===== config.mk =====
export PLATFORM = sky130hd
export DESIGN_NAME = packed_rr_arbiter
export DESIGN_NICKNAME = d
export VERILOG_FILES = /design/src/rtl/packed_rr_arbiter.sv
export SDC_FILE = /design/constraint.sdc
export NUM_CORES = 1
export LEC_CHECK = 0
export CAP_MARGIN = 25
export CORE_UTILIZATION = 44
export CTS_CLUSTER_SIZE = 16
export DETAILED_ROUTE_END_ITERATION = 10
export GPL_ROUTABILITY_DRIVEN = 0
export HOLD_SLACK_MARGIN = 0.08
export PLACE_DENSITY = 0.77
export SLEW_MARGIN = 0
export SYNTH_ARGS = -nofsm -noshare
export SYNTH_HDL_FRONTEND = slang
export SYNTH_SLANG_ARGS = --single-unit

===== constraint.sdc =====
create_clock -name main_clk_i -period 5.6 [get_ports main_clk_i]
set_input_delay 0.84 -clock main_clk_i [delete_from_list [all_inputs] [get_ports main_clk_i]]
set_output_delay 0.84 -clock main_clk_i [all_outputs]
set_load 0.005 [all_outputs]

===== src/rtl/packed_rr_arbiter.sv =====
// Round-robin arbiter with burst locking in front of one registered output channel.
// Optional per-requester grant counters are enabled with `define PACKED_RR_ARB_STATS_EN.
module packed_rr_arbiter #(
  parameter int P_N         = 4,
  parameter int P_W         = 8,
  parameter int P_MAX_BURST = 4,
  localparam int IDW        = (P_N > 1) ? $clog2(P_N) : 1
) (
  input  logic                    main_clk_i,
  input  logic                    main_rst_an_i,
  input  logic [P_N-1:0]          req_valid_i,
  input  logic [P_N-1:0]          req_last_i,
  input  logic [P_N-1:0][P_W-1:0] req_data_i,
  output logic [P_N-1:0]          req_ready_o,
  output logic                    out_valid_o,
  output logic [P_W-1:0]          out_data_o,
  output logic [IDW-1:0]          out_id_o,
  output logic                    out_last_o,
  input  logic                    out_ready_i,
  output logic                    busy_o
`ifdef PACKED_RR_ARB_STATS_EN
  ,
  output logic [15:0]             grant_cnt_o [P_N-1:0]
`endif
);

  typedef enum logic {IDLE, LOCK} state_t;

  state_t         state, state_nxt;
  logic [IDW-1:0] ptr, lock_id, grant, nxt_ptr;
  logic [7:0]     cnt;
  logic           free, acc, ends;

  function automatic logic [IDW-1:0] wrap_add(input logic [IDW-1:0] base, input int k);
    int s;
    s = int'(base) + k;
    if (s >= P_N) s = s - P_N;
    return IDW'(s);
  endfunction

  // NOTE: clocked state uses non-blocking (<=) so every register samples pre-edge values.
  always_ff @(posedge main_clk_i) begin
    if (!main_rst_an_i) state <= IDLE;
    else                state <= state_nxt;
  end

  always_comb begin
    state_nxt = state;
    if (acc) state_nxt = ends ? IDLE : LOCK;
  end

  // NOTE: every always_comb output gets a default first so no path leaves it unassigned (no latch).
  always_comb begin
    grant = ptr;
    if (state == LOCK) begin
      grant = lock_id;
    end else begin
      // Descending scan: the nearest valid requester at or after ptr is written last and wins.
      for (int k = P_N - 1; k >= 0; k--) begin
        if (req_valid_i[wrap_add(ptr, k)]) grant = wrap_add(ptr, k);
      end
    end
    free    = !out_valid_o || out_ready_i;
    acc     = main_rst_an_i && free && req_valid_i[grant];
    // cnt is 0 in IDLE, so the same term also forces last when bursts are disabled.
    ends    = req_last_i[grant] || (({1'b0, cnt} + 9'd1) == 9'(P_MAX_BURST));
    nxt_ptr = wrap_add(grant, 1);
    req_ready_o = '0;
    if (acc) req_ready_o[grant] = 1'b1;
    busy_o = (state == LOCK);
  end

  always_ff @(posedge main_clk_i) begin
    if (!main_rst_an_i) begin
      ptr         <= '0;
      lock_id     <= '0;
      cnt         <= '0;
      out_valid_o <= 1'b0;
      out_data_o  <= '0;
      out_id_o    <= '0;
      out_last_o  <= 1'b0;
    end else begin
      if (acc) begin
        out_valid_o <= 1'b1;
        out_data_o  <= req_data_i[grant];
        out_id_o    <= grant;
        out_last_o  <= ends;
        if (ends) begin
          ptr <= nxt_ptr;
          cnt <= '0;
        end else begin
          lock_id <= grant;
          cnt     <= cnt + 8'd1;
        end
      end else if (out_ready_i) begin
        out_valid_o <= 1'b0;
      end
    end
  end

`ifdef PACKED_RR_ARB_STATS_EN
  // NOTE: the counter array is a handful of flops, not a RAM, so it is reset like other state.
  always_ff @(posedge main_clk_i) begin
    for (int r = 0; r < P_N; r++) begin
      if (!main_rst_an_i) begin
        grant_cnt_o[r] <= '0;
      end else if (acc && ends && grant == IDW'(r) && grant_cnt_o[r] != 16'hFFFF) begin
        grant_cnt_o[r] <= grant_cnt_o[r] + 16'd1;
      end
    end
  end
`endif

endmodule


Word-level counts from Yosys, hierarchy flattened
Index checks and enable logic that the tools add are counted.
{"block": "word_totals", "regBits": 25, "latchBits": 0, "ramBits": 0, "romBits": 0, "inputBits": 43, "output_inout_bits": 17, "memories": 0}
{"block": "classes", "addsub": 11, "mul": 0, "div": 0, "magnitude_cmp": 11, "eq_ne": 1, "shift": 0, "n_mux": 35, "bitwise": 1, "reduce_logical": 9}
{"op": "2-bit 2-to-1 mux", "n": 14}
{"op": "8-bit binary-select mux with 2-bit select", "n": 1}
{"op": "8-bit 2-to-1 mux", "n": 2}
{"op": "2-bit by 3-bit < comparator with 1-bit output (second input constant)", "n": 5}
{"op": "1-bit binary-select mux with 2-bit select", "n": 6}
{"op": "3-bit >= comparator (second input constant)", "n": 4}
{"op": "1-bit 2-to-1 mux", "n": 10}
{"op": "2-bit by 1-bit subtractor with 2-bit output (second input constant)", "n": 5}
{"op": "8-bit by 1-bit adder with 9-bit output (second input constant)", "n": 1}
{"op": "9-bit by 3-bit == test with 1-bit output (second input constant)", "n": 1}
{"op": "8-bit by 1-bit adder with 8-bit output (second input constant)", "n": 1}
{"op": "2-bit by 1-bit adder with 3-bit output (second input constant)", "n": 2}
{"op": "2-bit by 2-bit adder with 3-bit output (second input constant)", "n": 2}
{"op": "4-bit 2-to-1 mux", "n": 1}
{"op": "2-bit AND reduction", "n": 2}
{"op": "2-bit by 3-bit >= comparator with 1-bit output (second input constant)", "n": 1}
{"op": "1-bit logical AND", "n": 3}
{"op": "1-bit demux with 2-bit select", "n": 1}
{"op": "2-bit by 1-bit >= comparator with 1-bit output (second input constant)", "n": 1}
{"op": "1-bit logical OR", "n": 2}
{"op": "2-bit nonzero test", "n": 1}
{"op": "1-bit logical NOT", "n": 1}
{"op": "1-bit inverter", "n": 1}

Depth between registers and ports, before layout
Gate-level depths: netlist (run 1).
{"block": "logic_depth", "word_depth": 16, "mapped_depth": 9, "ltp_nobuf": 7}

Least setup slack after synthesis (run 1)
Ideal clock, no wire load.
{"block": "synth_timing", "kind": "input-to-output", "startpoint": "in req_valid_i[3]", "endpoint": "out req_ready_o[1]", "arrival_time_ps": 2253, "slack_ps": 2507, "cell_stages": 7, "n_path_buf": 1, "path_cell_list": "or2_2 > o32ai_1 > o41ai_4 > a21oi_1 > o211ai_1 > buf_2 > nor3_1"}
{"block": "synth_via", "elab_chain_cells": 12, "word_cells_on_any_way": 22, "classes_between": "order compare: 2; mux: 18; reduce/logical: 2"}
{"element": "start, declared", "line_no": "11", "rtl": "input logic [P_N-1:0] req_valid_i,"}
{"element": "1-bit binary-select mux with 2-bit select", "line_no": "60", "rtl": "if (req_valid_i[wrap_add(ptr, k)]) grant = wrap_add(ptr, k);"}
{"element": "1-bit 2-to-1 mux (implied by the code)", "line_no": "60"}
{"element": "2-bit 2-to-1 mux (4 in series)", "line_no": "60"}
{"element": "2-bit 2-to-1 mux", "line_no": "55", "rtl": "if (state == LOCK) begin"}
{"element": "2-bit by 3-bit < comparator with 1-bit output (implied by the code) or 2-bit by 1-bit >= comparator with 1-bit output (tied branches)", "line_no": "69", "rtl": "if (acc) req_ready_o[grant] = 1'b1;"}
{"element": "1-bit logical AND (implied by the code)", "line_no": "69"}
{"element": "1-bit 2-to-1 mux (implied by the code)", "line_no": "69"}
{"element": "1-bit demux with 2-bit select", "line_no": "69"}
{"element": "4-bit 2-to-1 mux *", "line_no": "69"}
{"element": "end, declared", "line_no": "14", "rtl": "output logic [P_N-1:0] req_ready_o,"}
Every way passes the cells marked *; elsewhere a longest branch is shown, timed or not. The select of a mux whose other input is x is not followed.

Worst setup path after layout (run 1)
{"block": "layout_timing", "startpoint": "in req_valid_i[1]", "endpoint": "out req_ready_o[2]"}
The elaborated chain is that of the path after synthesis.

==> summary.md, run 1 <==
| Metric | Value |
|---|---|
| Synthesis-to-finish area growth | `41.7%` |
| Drt via density | `5.37` |
| Die height | `61.7 um` |
| Critical path startpoint category | `input pin` |
| Die area | `3800 sq um` |
| Drt first pass iters | `4` |
| Initial core utilization | `46.6%` |
| CTS Root Cell | `clkbuf_4` |
| ANT nets after route | `0` |
| Critical path type | `in2out` |
| Worst hold path startpoint | `out_id_o[1]$_SDFFE_PN0P_` |
| Max stage delay on crit path | `0.52 ns` |
| Power Dens Cells | `301 nW/um^2` |
| CORE AREA | `3360 sq um` |
| GRT Util Overall | `22.9%` |
| Cell Area, Synth | `1570 sq um` |
| Crit path capture type | `primary output` |
| Pin count of the biggest net entering global routing | `23` |
| Post-CTS setup buffers | `0` |
| WHS Endpoint | `out_id_o[1]$_SDFFE_PN0P_` |
| Clock Skew | `0.00989 ns` |
| Hold Crit Depth | `2` |
| Die X | `61.7 um` |
| Post-Syn Instances | `214` |
| Syn Area/Cell | `7.32 sq um` |
| Drt wl/cell | `13.2 um` |
| Grt ovf | `0` |
| RSZ-0062 raised after global routing | `no` |
| Vias | `1691` |
| Post-synth ARST share | `0%` |
| Diodes inserted | `0` |
| CTS resizes | `0` |
| Final setup margin | `1.08 ns` |
| Max Cap Viol | `0` |
| Detailed Route WL | `4160 um` |
| Most frequent CP cell | `clkdlybuf4s50_1` |
| Hold crit path type | `reg2reg` |
| Fillers | `329` |
| Vias in the first global route | `1472` |
| Initial antenna violation count | `0` |
| Ys Warns | `0` |
| Headroom to the max-slew limit | `66.0%` |
| Finished Layout Cells | `315` |
| Final period utilization | `80.7%` |
| Worst-Margin Slew | `0.509 ns` |
| First-pass GRT wire length | `6470 um` |
| Sink Count | `25` |
| Clk Latency, worst-skew pair | `0.34 ns` |
| Run status | `finished, final reports clean` |
| Fmax | `0.221 GHz` |
| H-tree levels | `1` |
| Ordered cell list for the critical path | `clkdlybuf4s50_1, or2_2, o32ai_1, o41ai_4, buf_4, a21oi_1, o211a_4, nand2_1, nor2_1, clkdlybuf4s50_1` |
| Final-report setup violation count | `0` |
| Clock-pin transition on the worst setup and hold timing paths | `0.15 ns` |
| Layout Nets | `314` |
| Drt drc | `0` |
| RR Endpoint | `cnt[4]$_SDFFE_PN0P_` |
| Leakage power | `0.000817 uW` |
| R2R depth | `8` |
| Slew Limit Fails | `0` |
| Ports placed on the boundary | `60` |
| Post-Syn Nets | `258` |
| CTS Hold Buffers Added | `0` |
| R2R setup slack | `3.01 ns` |
| Number of synthesized flops with an enable pin | `0` |
| Clk buf depth | `2` |
| CP arrival | `3.68 ns` |
| Maximum vdd drop | `139 uV` |
| Pre-CTS setup slack | `1.11 ns` |
| Post-synthesis cell type count | `44` |
| Min cycle time layout | `4.52 ns` |
| #FFs+latches synth | `25` |
| Detailed Route Iter0 Violations | `99` |
| Final TNS setup | `0 ns` |
| Dominant synthesized flop cell | `dfxtp_1` |
| Sequential share of the synthesized area | `31.9%` |
| Row cnt | `21` |
| Worst reg2reg startpoint | `ptr[1]$_SDFFE_PN0P_` |
| Fin. Hold Viols | `0` |
| Slowest cell on crit path | `clkdlybuf4s50_1` |
| Total CTS buffers | `3` |
| Layout cell share with drive strength beyond 1 | `6.69%` |
| DP HPWL | `3020 um` |
| Worst-path maximum fanout | `22` |
| Port Buffers | `59` |
| Crit path required time | `4.76 ns` |
| DP Cell Count | `311` |
| CTS tree | `built` |
[per-layer routing]
layer / routed length (um) / share of wire, % / track usage, %
met1: 1990 / 48 / 29.9
met2: 1900 / 46 / 39.0
met3: 213 / 5.1 / 3.78
met4: 59 / 1.4 / 6.03
met5: 0 / 0 / 0
[placed cells by master (no fill, tap or decap), types with 2 or more instances in the layout]
cell / count
or3_1: 3
nand2_1: 54
a32oi_1: 2
and3_1: 2
nand3_1: 31
nand2b_1: 5
o211a_4: 2
o211ai_1: 2
clkdlybuf4s50_1: 59
o32ai_2: 2
a21oi_1: 18
a21boi_0: 2
mux2i_1: 7
clkbuf_4: 3
dfxtp_1: 25
inv_1: 6
nor3_1: 3
o21ai_0: 6
buf_4: 5
nor2_1: 7
[Yosys cell counts, types with 2 or more instances]
master | instances | area share, %
o21ai_0 | 6 | 1.9
a21boi_0 | 2 | 0.96
clkbuf_1 | 6 | 1.4
dfxtp_1 | 25 | 32
a32oi_1 | 2 | 1.1
mux2i_1 | 7 | 4.5
o32ai_2 | 2 | 2.1
nand2b_1 | 5 | 2.0
nand2_1 | 54 | 13
buf_2 | 6 | 1.9
and3_1 | 2 | 0.80
nor3_1 | 3 | 0.96
nor2_1 | 7 | 1.7
a21oi_1 | 18 | 5.8
nand3_1 | 31 | 9.9
o211ai_1 | 2 | 0.96
inv_1 | 6 | 1.4
or3_1 | 3 | 1.2
o211a_4 | 2 | 2.2
[flip-flops by register name (all words and copies together) (netlist names)]
signal       flops
out_id_o         2
out_last_o       1
ptr              2
cnt              8
out_data_o       8
out_valid_o      1
busy_o           1
lock_id          2
[report_power, final]
group,internal [uW],switching (uW),leakage [uW]
Combinational,162,179,0.000595
Sequential,209,27.1,0.000203
Clock,29.2,62.1,0.0000183
[how the worst max path moves through the flow]
stage / slack [ns] / cells past startpoint / end / start
3_5_place_dp: 1.11 / 10 / req_ready_o[0] / req_valid_i[1]
4_1_cts: 1.09 / 10 / req_ready_o[2] / req_valid_i[1]
6_report: 1.08 / 10 / req_ready_o[2] / req_valid_i[1]
2_1_floorplan: 2.51 / 7 / req_ready_o[1] / req_valid_i[3]
5_1_grt: 0.96 / 10 / req_ready_o[0] / req_valid_i[1]
3_3_place_gp: 1.17 / 10 / req_ready_o[2] / req_valid_i[1]
[through the flow]
step | total power [uW] | utilization, % | hold WS (ns) | cell area, sq um
floorplan | 454 | - | 0.439 | 1570
global placement | 577 | 65.1 | 0.441 | 2190
detailed placement | 583 | 65.1 | 0.447 | 2190
CTS | 674 | 66.0 | 0.467 | 2220
global route | 718 | 66.0 | 0.484 | 2220
finish | 668 | 66.0 | 0.465 | 2220
[worst max-delay path: cells and delay by family]
kind | cells | cell delay [ns]
AND/OR/NAND/NOR | 3 | 0.57
buffers and inverters | 3 | 1.26
AO/OA/AOI/OAI | 4 | 1.00
[area by class of cell]
cell class / instances / area (sq um) / share of cell area, %
repair buffers: 64 / 628 / 28.3
inverters: 7 / 26.3 / 1.18
multi-input cells: 169 / 976 / 44.0
well taps: 46 / 57.6 / 2.59
clock inverters: 1 / 8.76 / 0.395
flip-flops and latches: 25 / 500 / 22.5
clock buffers: 3 / 22.5 / 1.01
[kinds of logic after synthesis]
family | after synthesis | share of synthesized area (%)
AOI/OAI and AO/OA | 47 | 23.5
xor gates and xnor gates | 1 | 0.559
adders and majority gates | 1 | 0.799
buffers and inverters | 20 | 5.75
DFF | 25 | 31.9
muxes | 7 | 4.47
and+or+nand+nor | 113 | 33.0
Power figures use the tool's default switching activity.
==> run 2: changes to the inputs <==
- clock period: 5.6 -> 4.35 ns (I/O delays scaled with it)
==> run 2 against run 1 <==
Hold slack better by 0.0033 ns; sequential cell count stayed put; critical path depth is 1 lower; highest routed layer unchanged; critical endpoint is now req_ready_o[0]; register-to-register slack worse by 1.4 ns; non-clock buffer count stayed put; clock-buffer cell count stayed put; worst setup slack worse by 0.67 ns.
==> summary.md, run 2 (same netlist as run 1, synthesis figures left out) <==
| Metric | Value |
|---|---|
| Drt first pass iters | `4 (unchanged)` |
| Fin. Hold Viols | `0 (unchanged)` |
| GRT Util Overall | `23.1% (was 22.9%)` |
| Worst reg2reg startpoint | `ptr[1]$_SDFFE_PN0P_ (unchanged)` |
| Final period utilization | `90.5%` |
| Register Area | `500 sq um (unchanged)` |
| Detailed Route WL | `4200 um (was 4160 um)` |
| Critical path startpoint category | `input pin (unchanged)` |
| Area of the multi-input gates | `976 sq um (unchanged)` |
| CP arrival | `3.29 ns (was 3.68 ns)` |
| Power Dens Cells | `384 nW/um^2 (was 301 nW/um^2)` |
| Worst hold slack | `0.468 ns (was 0.465 ns)` |
| Clk buf depth | `2 (unchanged)` |
| Vias in the first global route | `1412 (was 1472)` |
| R2R depth | `7 (was 8)` |
| RR Endpoint | `cnt[4]$_SDFFE_PN0P_ (unchanged)` |
| CORE AREA | `3360 sq um (unchanged)` |
| Initial core utilization | `46.6% (unchanged)` |
| Crit path capture type | `primary output (unchanged)` |
| Critical path type | `in2out (unchanged)` |
| Detailed Route Iter0 Violations | `106 (was 99)` |
| DP HPWL | `2990 um (was 3020 um)` |
| Fillers | `322 (was 329)` |
| Fmax | `0.254 GHz` |
| Headroom to the max-slew limit | `65.2% (was 66.0%)` |
| H-tree levels | `1 (unchanged)` |
| RSZ-0062 raised after global routing | `no (unchanged)` |
| Core Util, Final | `65.9% (was 66.0%)` |
| Vias | `1689 (was 1691)` |
| Total CTS buffers | `3 (unchanged)` |
| CTS Hold Buffers Added | `0 (unchanged)` |
| Die X | `61.7 um (unchanged)` |
| Port Buffers | `59 (unchanged)` |
| Worst-path maximum fanout | `15 (was 22)` |
| Die area | `3800 sq um (unchanged)` |
| Final-report setup violation count | `0 (unchanged)` |
| Commonest cells after routing, fill and taps aside | `clkdlybuf4s50_1 (59), nand2_1 (54), nand3_1 (31) (unchanged)` |
| CTS resizes | `0 (unchanged)` |
| Min cycle time layout | `3.94 ns` |
| Run status | `finished, final reports clean (unchanged)` |
| Hold crit path type | `reg2reg (unchanged)` |
| First-pass GRT wire length | `6480 um (was 6470 um)` |
| Layout Nets | `314 (unchanged)` |
| Most common cell after layout, fill and taps aside | `clkdlybuf4s50_1 (unchanged)` |
| Top sig layer | `met4 (unchanged)` |
| Power, Total | `851 uW (was 668 uW)` |
| Post-CTS setup buffers | `0 (unchanged)` |
| Sink Count | `25 (unchanged)` |
| Hold Crit Depth | `2 (unchanged)` |
| Met3 WL | `194 um (was 213 um)` |
| Met2 WL | `1940 um (was 1900 um)` |
| Diodes inserted | `0 (unchanged)` |
| ANT nets after route | `0 (unchanged)` |
| Crit path required time | `3.70 ns (was 4.76 ns)` |
| Initial antenna violation count | `0 (unchanged)` |
| Clk Latency, worst-skew pair | `0.32 ns (was 0.34 ns)` |
| Max Cap Viol | `0 (unchanged)` |
| WHS Endpoint | `out_data_o[7]$_SDFFE_PN0P_ (was out_id_o[1]$_SDFFE_PN0P_)` |
| Drt drc | `0 (unchanged)` |
| CTS Root Cell | `clkbuf_4 (unchanged)` |
| Row cnt | `21 (unchanged)` |
| Final TNS setup | `0 ns (unchanged)` |
| Grt ovf | `0 (unchanged)` |
| Worst hold path startpoint | `out_data_o[7]$_SDFFE_PN0P_ (was out_id_o[1]$_SDFFE_PN0P_)` |
| Maximum vdd drop | `198 uV (was 139 uV)` |
| Slew Limit Fails | `0 (unchanged)` |
| WL met1 | `2010 um (was 1990 um)` |
| Layout cell share with drive strength beyond 1 | `6.69% (unchanged)` |
| CTS tree | `built (unchanged)` |
| Clock-pin transition on the worst setup and hold timing paths | `0.14 ns (was 0.15 ns)` |
| Die height | `61.7 um (unchanged)` |
| Pin count of the biggest net entering global routing | `21 (was 23)` |
| Largest regs | `cnt x8, out_data_o x8 (unchanged)` |
| Drt via density | `5.36 (was 5.37)` |
| Ports placed on the boundary | `60 (unchanged)` |
| Synthesis-to-finish area growth | `41.5% (was 41.7%)` |
| Leakage power | `0.000816 uW (was 0.000817 uW)` |
| Clock Skew | `0.00734 ns (was 0.00989 ns)` |
| Worst-Margin Slew | `0.521 ns (was 0.509 ns)` |
| R2R setup slack | `1.65 ns (was 3.01 ns)` |
| Drt wl/cell | `13.3 um (was 13.2 um)` |
==> run 2: report_power, final <==
part / internal [uW] / total [uW] / leakage [uW] / switching (uW)
registers: 269 / 304 / 0.000203 / 35.1
logic: 208 / 442 / 0.000595 / 233
clock network: 34.4 / 106 / 0.0000177 / 71.3
total: 512 / 851 / 0.000816 / 340
==> run 2: cell type report <==
type	count	share of cell area (%)
Clock buffer	3	1.02
Sequential cell	25	22.6
Clock inverter	1	0.226
Tap cell	46	2.60
Multi-Input combinational cell	169	44.0
Inverter	7	1.19
Timing Repair Buffer	64	28.3
==> run 2: per-stage QoR <==
step           cell area, sq um  cells  setup slack (ns)
3_3_place_gp               2190    311             0.506
4_1_cts                    2220    315             0.427
6_report                   2220    315             0.411
5_1_grt                    2220    315             0.268
2_1_floorplan              1570    214              1.63
3_5_place_dp               2190    311             0.449
==> run 2: worst max path at each step <==
stage,from,to,slack (ns),cells after the start
6_report,req_valid_i[3],req_ready_o[0],0.41,9
5_1_grt,req_valid_i[1],req_ready_o[2],0.27,9
4_1_cts,req_valid_i[3],req_ready_o[0],0.43,9
3_5_place_dp,req_valid_i[3],req_ready_o[0],0.45,9
3_3_place_gp,req_valid_i[1],req_ready_o[2],0.51,9
2_1_floorplan,req_valid_i[3],req_ready_o[1],1.63,7
==> run 2: critical path: stages <==
cell and delay (ns):
clkdlybuf4s50_1 0.51, or2_2 0.36, o32ai_1 0.25, o41ai_4 0.16, a21oi_1 0.27, o211a_4 0.33
nand2_1 0.12, nor2_1 0.13, clkdlybuf4s50_1 0.51
==> run 2: routing by layer <==
layer	vias to the layer above	GRT usage [%]
li1	864	-
met1	776	31.7
met2	45	37.0
met3	4	3.15
met4	0	7.94
met5	-	0
==> run 3: changes to the inputs <==
- CORE_ASPECT_RATIO: unset -> 2
- DONT_BUFFER_PORTS: unset -> 1
- PLACE_DENSITY: 0.77 -> 0.56
==> run 3 against run 2 <==
The run now ends with DRC left; final cell count is 23% lower; global-route usage is 1.4 points lower; routed wire length is 6.1% lower; hold slack better by 0.0074 ns; combinational power is 24% lower; via count is 9.8% lower; die area is 0.38% higher; sequential power is 2% higher; clock-buffer cell count stayed put; critical path type unchanged; highest routed layer unchanged.
==> summary.md, run 3 (same netlist as run 1, synthesis figures left out) <==
| Metric | Value |
|---|---|
| Headroom to the max-slew limit | `64.1% (was 65.2%)` |
| Maximum vdd drop | `218 uV (was 198 uV)` |
| Clock Skew | `0.00962 ns (was 0.00734 ns)` |
| Sink Count | `25 (unchanged)` |
| Area of placed instances | `1570 sq um (was 2190 sq um)` |
| Worst-Margin Slew | `0.536 ns (was 0.521 ns)` |
| H-tree levels | `1 (unchanged)` |
| Layout cell share with drive strength beyond 1 | `8.13% (was 6.69%)` |
| Hold crit path type | `reg2reg (unchanged)` |
| Final period utilization | `70.9% (was 90.5%)` |
| Slowest cell on crit path | `o211a_4 (was clkdlybuf4s50_1)` |
| Failing checks | `DRC` |
| Drt first pass iters | `7 (was 4)` |
| Register Area | `500 sq um (unchanged)` |
| Most common cell after layout, fill and taps aside | `nand2_1 (was clkdlybuf4s50_1)` |
| Commonest cells after routing, fill and taps aside | `nand2_1 (54), nand3_1 (31), dfxtp_1 (25) (was clkdlybuf4s50_1 (59), nand2_1 (54), nand3_1 (31))` |
| Crit path required time | `3.70 ns (about the same)` |
| Drt wl/cell | `16.4 um (was 13.3 um)` |
| CTS resizes | `0 (unchanged)` |
| Pin count of the biggest net entering global routing | `23 (was 21)` |
| Die area | `3820 sq um (was 3800 sq um)` |
| Clk Latency, worst-skew pair | `0.28 ns (was 0.32 ns)` |
| Worst-path maximum fanout | `22 (was 15)` |
| Drt via density | `6.32 (was 5.36)` |
| Layout Nets | `254 (was 314)` |
| Ordered cell list for the critical path | `or2_2, o32ai_1, o41ai_4, buf_4, a21oi_1, o211a_4, nand2_1, nor2_1 (was clkdlybuf4s50_1, or2_2, o32ai_1, o41ai_4, a21oi_1, o211a_4, nand2_1, nor2_1, clkdlybuf4s50_1)` |
| Detailed Route Iter0 Violations | `34 (was 106)` |
| CORE AREA | `3380 sq um (was 3360 sq um)` |
| Final TNS setup | `0 ns (unchanged)` |
| Max Cap Viol | `0 (unchanged)` |
| CP arrival | `2.43 ns (was 3.29 ns)` |
| Post-CTS setup buffers | `0 (unchanged)` |
| Critical path type | `in2out (unchanged)` |
| Fmax | `0.324 GHz (was 0.254 GHz)` |
| Vias in the first global route | `1455 (was 1412)` |
| RSZ-0062 raised after global routing | `no (unchanged)` |
| Slew Limit Fails | `0 (unchanged)` |
| Total CTS buffers | `3 (unchanged)` |
| Die height | `86.4 um (was 61.7 um)` |
| Detailed Route WL | `3950 um (was 4200 um)` |
| Port Buffers | `0 (was 59)` |
| Crit path capture type | `primary output (unchanged)` |
| CTS Root Cell | `clkbuf_8 (was clkbuf_4)` |
| Sequential Power Share | `39.4% (was 35.7%)` |
| Initial core utilization | `46.4% (was 46.6%)` |
| Critical path startpoint category | `input pin (unchanged)` |
| Clock group share of total power | `18.2% (was 12.4%)` |
| Min cycle time layout | `3.09 ns (was 3.94 ns)` |
| Largest regs | `cnt x8, out_data_o x8 (unchanged)` |
| Diodes inserted | `0 (unchanged)` |
| DP HPWL | `3000 um (was 2990 um)` |
| GRT Util Overall | `21.6% (was 23.1%)` |
| Drt drc | `4 (was 0)` |
| CTS Hold Buffers Added | `0 (unchanged)` |
| Max stage delay on crit path | `0.31 ns (was 0.51 ns)` |
| Final-report setup violation count | `0 (unchanged)` |
| Leakage power | `0.000592 uW (was 0.000816 uW)` |
| Clk buf depth | `2 (unchanged)` |
| Run status | `complete, but fails checks (was finished, final reports clean)` |
| Post-route cell area | `1620 sq um (was 2220 sq um)` |
| ANT nets after route | `0 (unchanged)` |
| Row cnt | `30 (was 21)` |
| Die X | `44.2 um (was 61.7 um)` |
| First-pass GRT wire length | `6340 um (was 6480 um)` |
| Switching pwr | `326 uW (was 340 uW)` |
| Synthesis-to-finish area growth | `3.51% (was 41.5%)` |
| Ports placed on the boundary | `60 (unchanged)` |
| Initial antenna violation count | `0 (unchanged)` |
| Grt ovf | `0 (unchanged)` |
| Clock-pin transition on the worst setup and hold timing paths | `0.09 ns (was 0.14 ns)` |
| Vias | `1523 (was 1689)` |
| Switching share of power | `41.3% (was 39.9%)` |
| CTS tree | `built (unchanged)` |
| Power Dens Cells | `487 nW/um^2 (was 384 nW/um^2)` |
| Fin. Hold Viols | `0 (unchanged)` |
| Fillers | `347 (was 322)` |
| Comb power frac | `42.4% (was 51.9%)` |
| Area of the multi-input gates | `976 sq um (unchanged)` |
| Internal | `463 uW (was 512 uW)` |
[run 3: cell count changes in the layout (fill, tap and decap cells not counted), sizes merged]
cell	previous run	this run
clkdlybuf4s50	59	0
buf	5	4
clkinv	2	1
clkinvlp	0	1
[run 3: cell type report]
type                       instances  share of cell area (%)
tap                               32                    2.47
inverter                           7                    1.62
timing repair buffer               4                    1.85
sequential                        25                    30.9
multi-input combinational        169                    60.2
clock inverter                     1                   0.463
clock buffer                       3                    2.55
[run 3: layer usage]
metal | track usage [%] | vias to the layer above | part of all wire, %
li1 | - | 746 | -
met1 | 21.9 | 707 | 39
met3 | 2.92 | 6 | 5.6
met2 | 42.1 | 64 | 54
met5 | 0 | - | 0
met4 | 7.44 | 0 | 1.1
[run 3: worst max-delay path, delay by kind of cell]
| kind | cells | cell delay [ns] |
|---|---|---|
| compound gates | 4 | 0.98 |
| simple gates | 3 | 0.56 |
| buf+inv | 1 | 0.22 |
[run 3: power groups by stage]
stage                     logic (uW)  registers, uW  clock network (uW)
final                            335            311                 143
after global routing             373            318                 154
after CTS                        338            312                 146
after detailed placement         338            317                   0
after global placement           328            317                   0
after floorplan                  285            300                   0
[run 3: path summary, 6_finish.rpt]
kind              cells after the start                       to                    start  slack (ns)
setup / recovery                      8           req_ready_o[2]           req_valid_i[3]        1.26
hold / removal                        2  lock_id[0]$_SDFFE_PN0P_  lock_id[0]$_SDFFE_PN0P_        0.48
setup reg to reg                      7      cnt[4]$_SDFFE_PN0P_      ptr[1]$_SDFFE_PN0P_        1.81
hold reg to reg                       2  lock_id[0]$_SDFFE_PN0P_  lock_id[0]$_SDFFE_PN0P_        0.48
[run 3: per-stage QoR]
step	hold slack (ns)	std cells	total power [uW]	utilization (%)	setup WS [ns]
floorplan	0.439	214	585	-	1.63
global placement	0.464	237	645	46.6	1.36
detailed placement	0.471	237	655	46.6	1.26
CTS	0.484	241	796	48.0	1.26
global route	0.500	241	846	48.0	1.11
finish	0.476	241	789	48.0	1.26
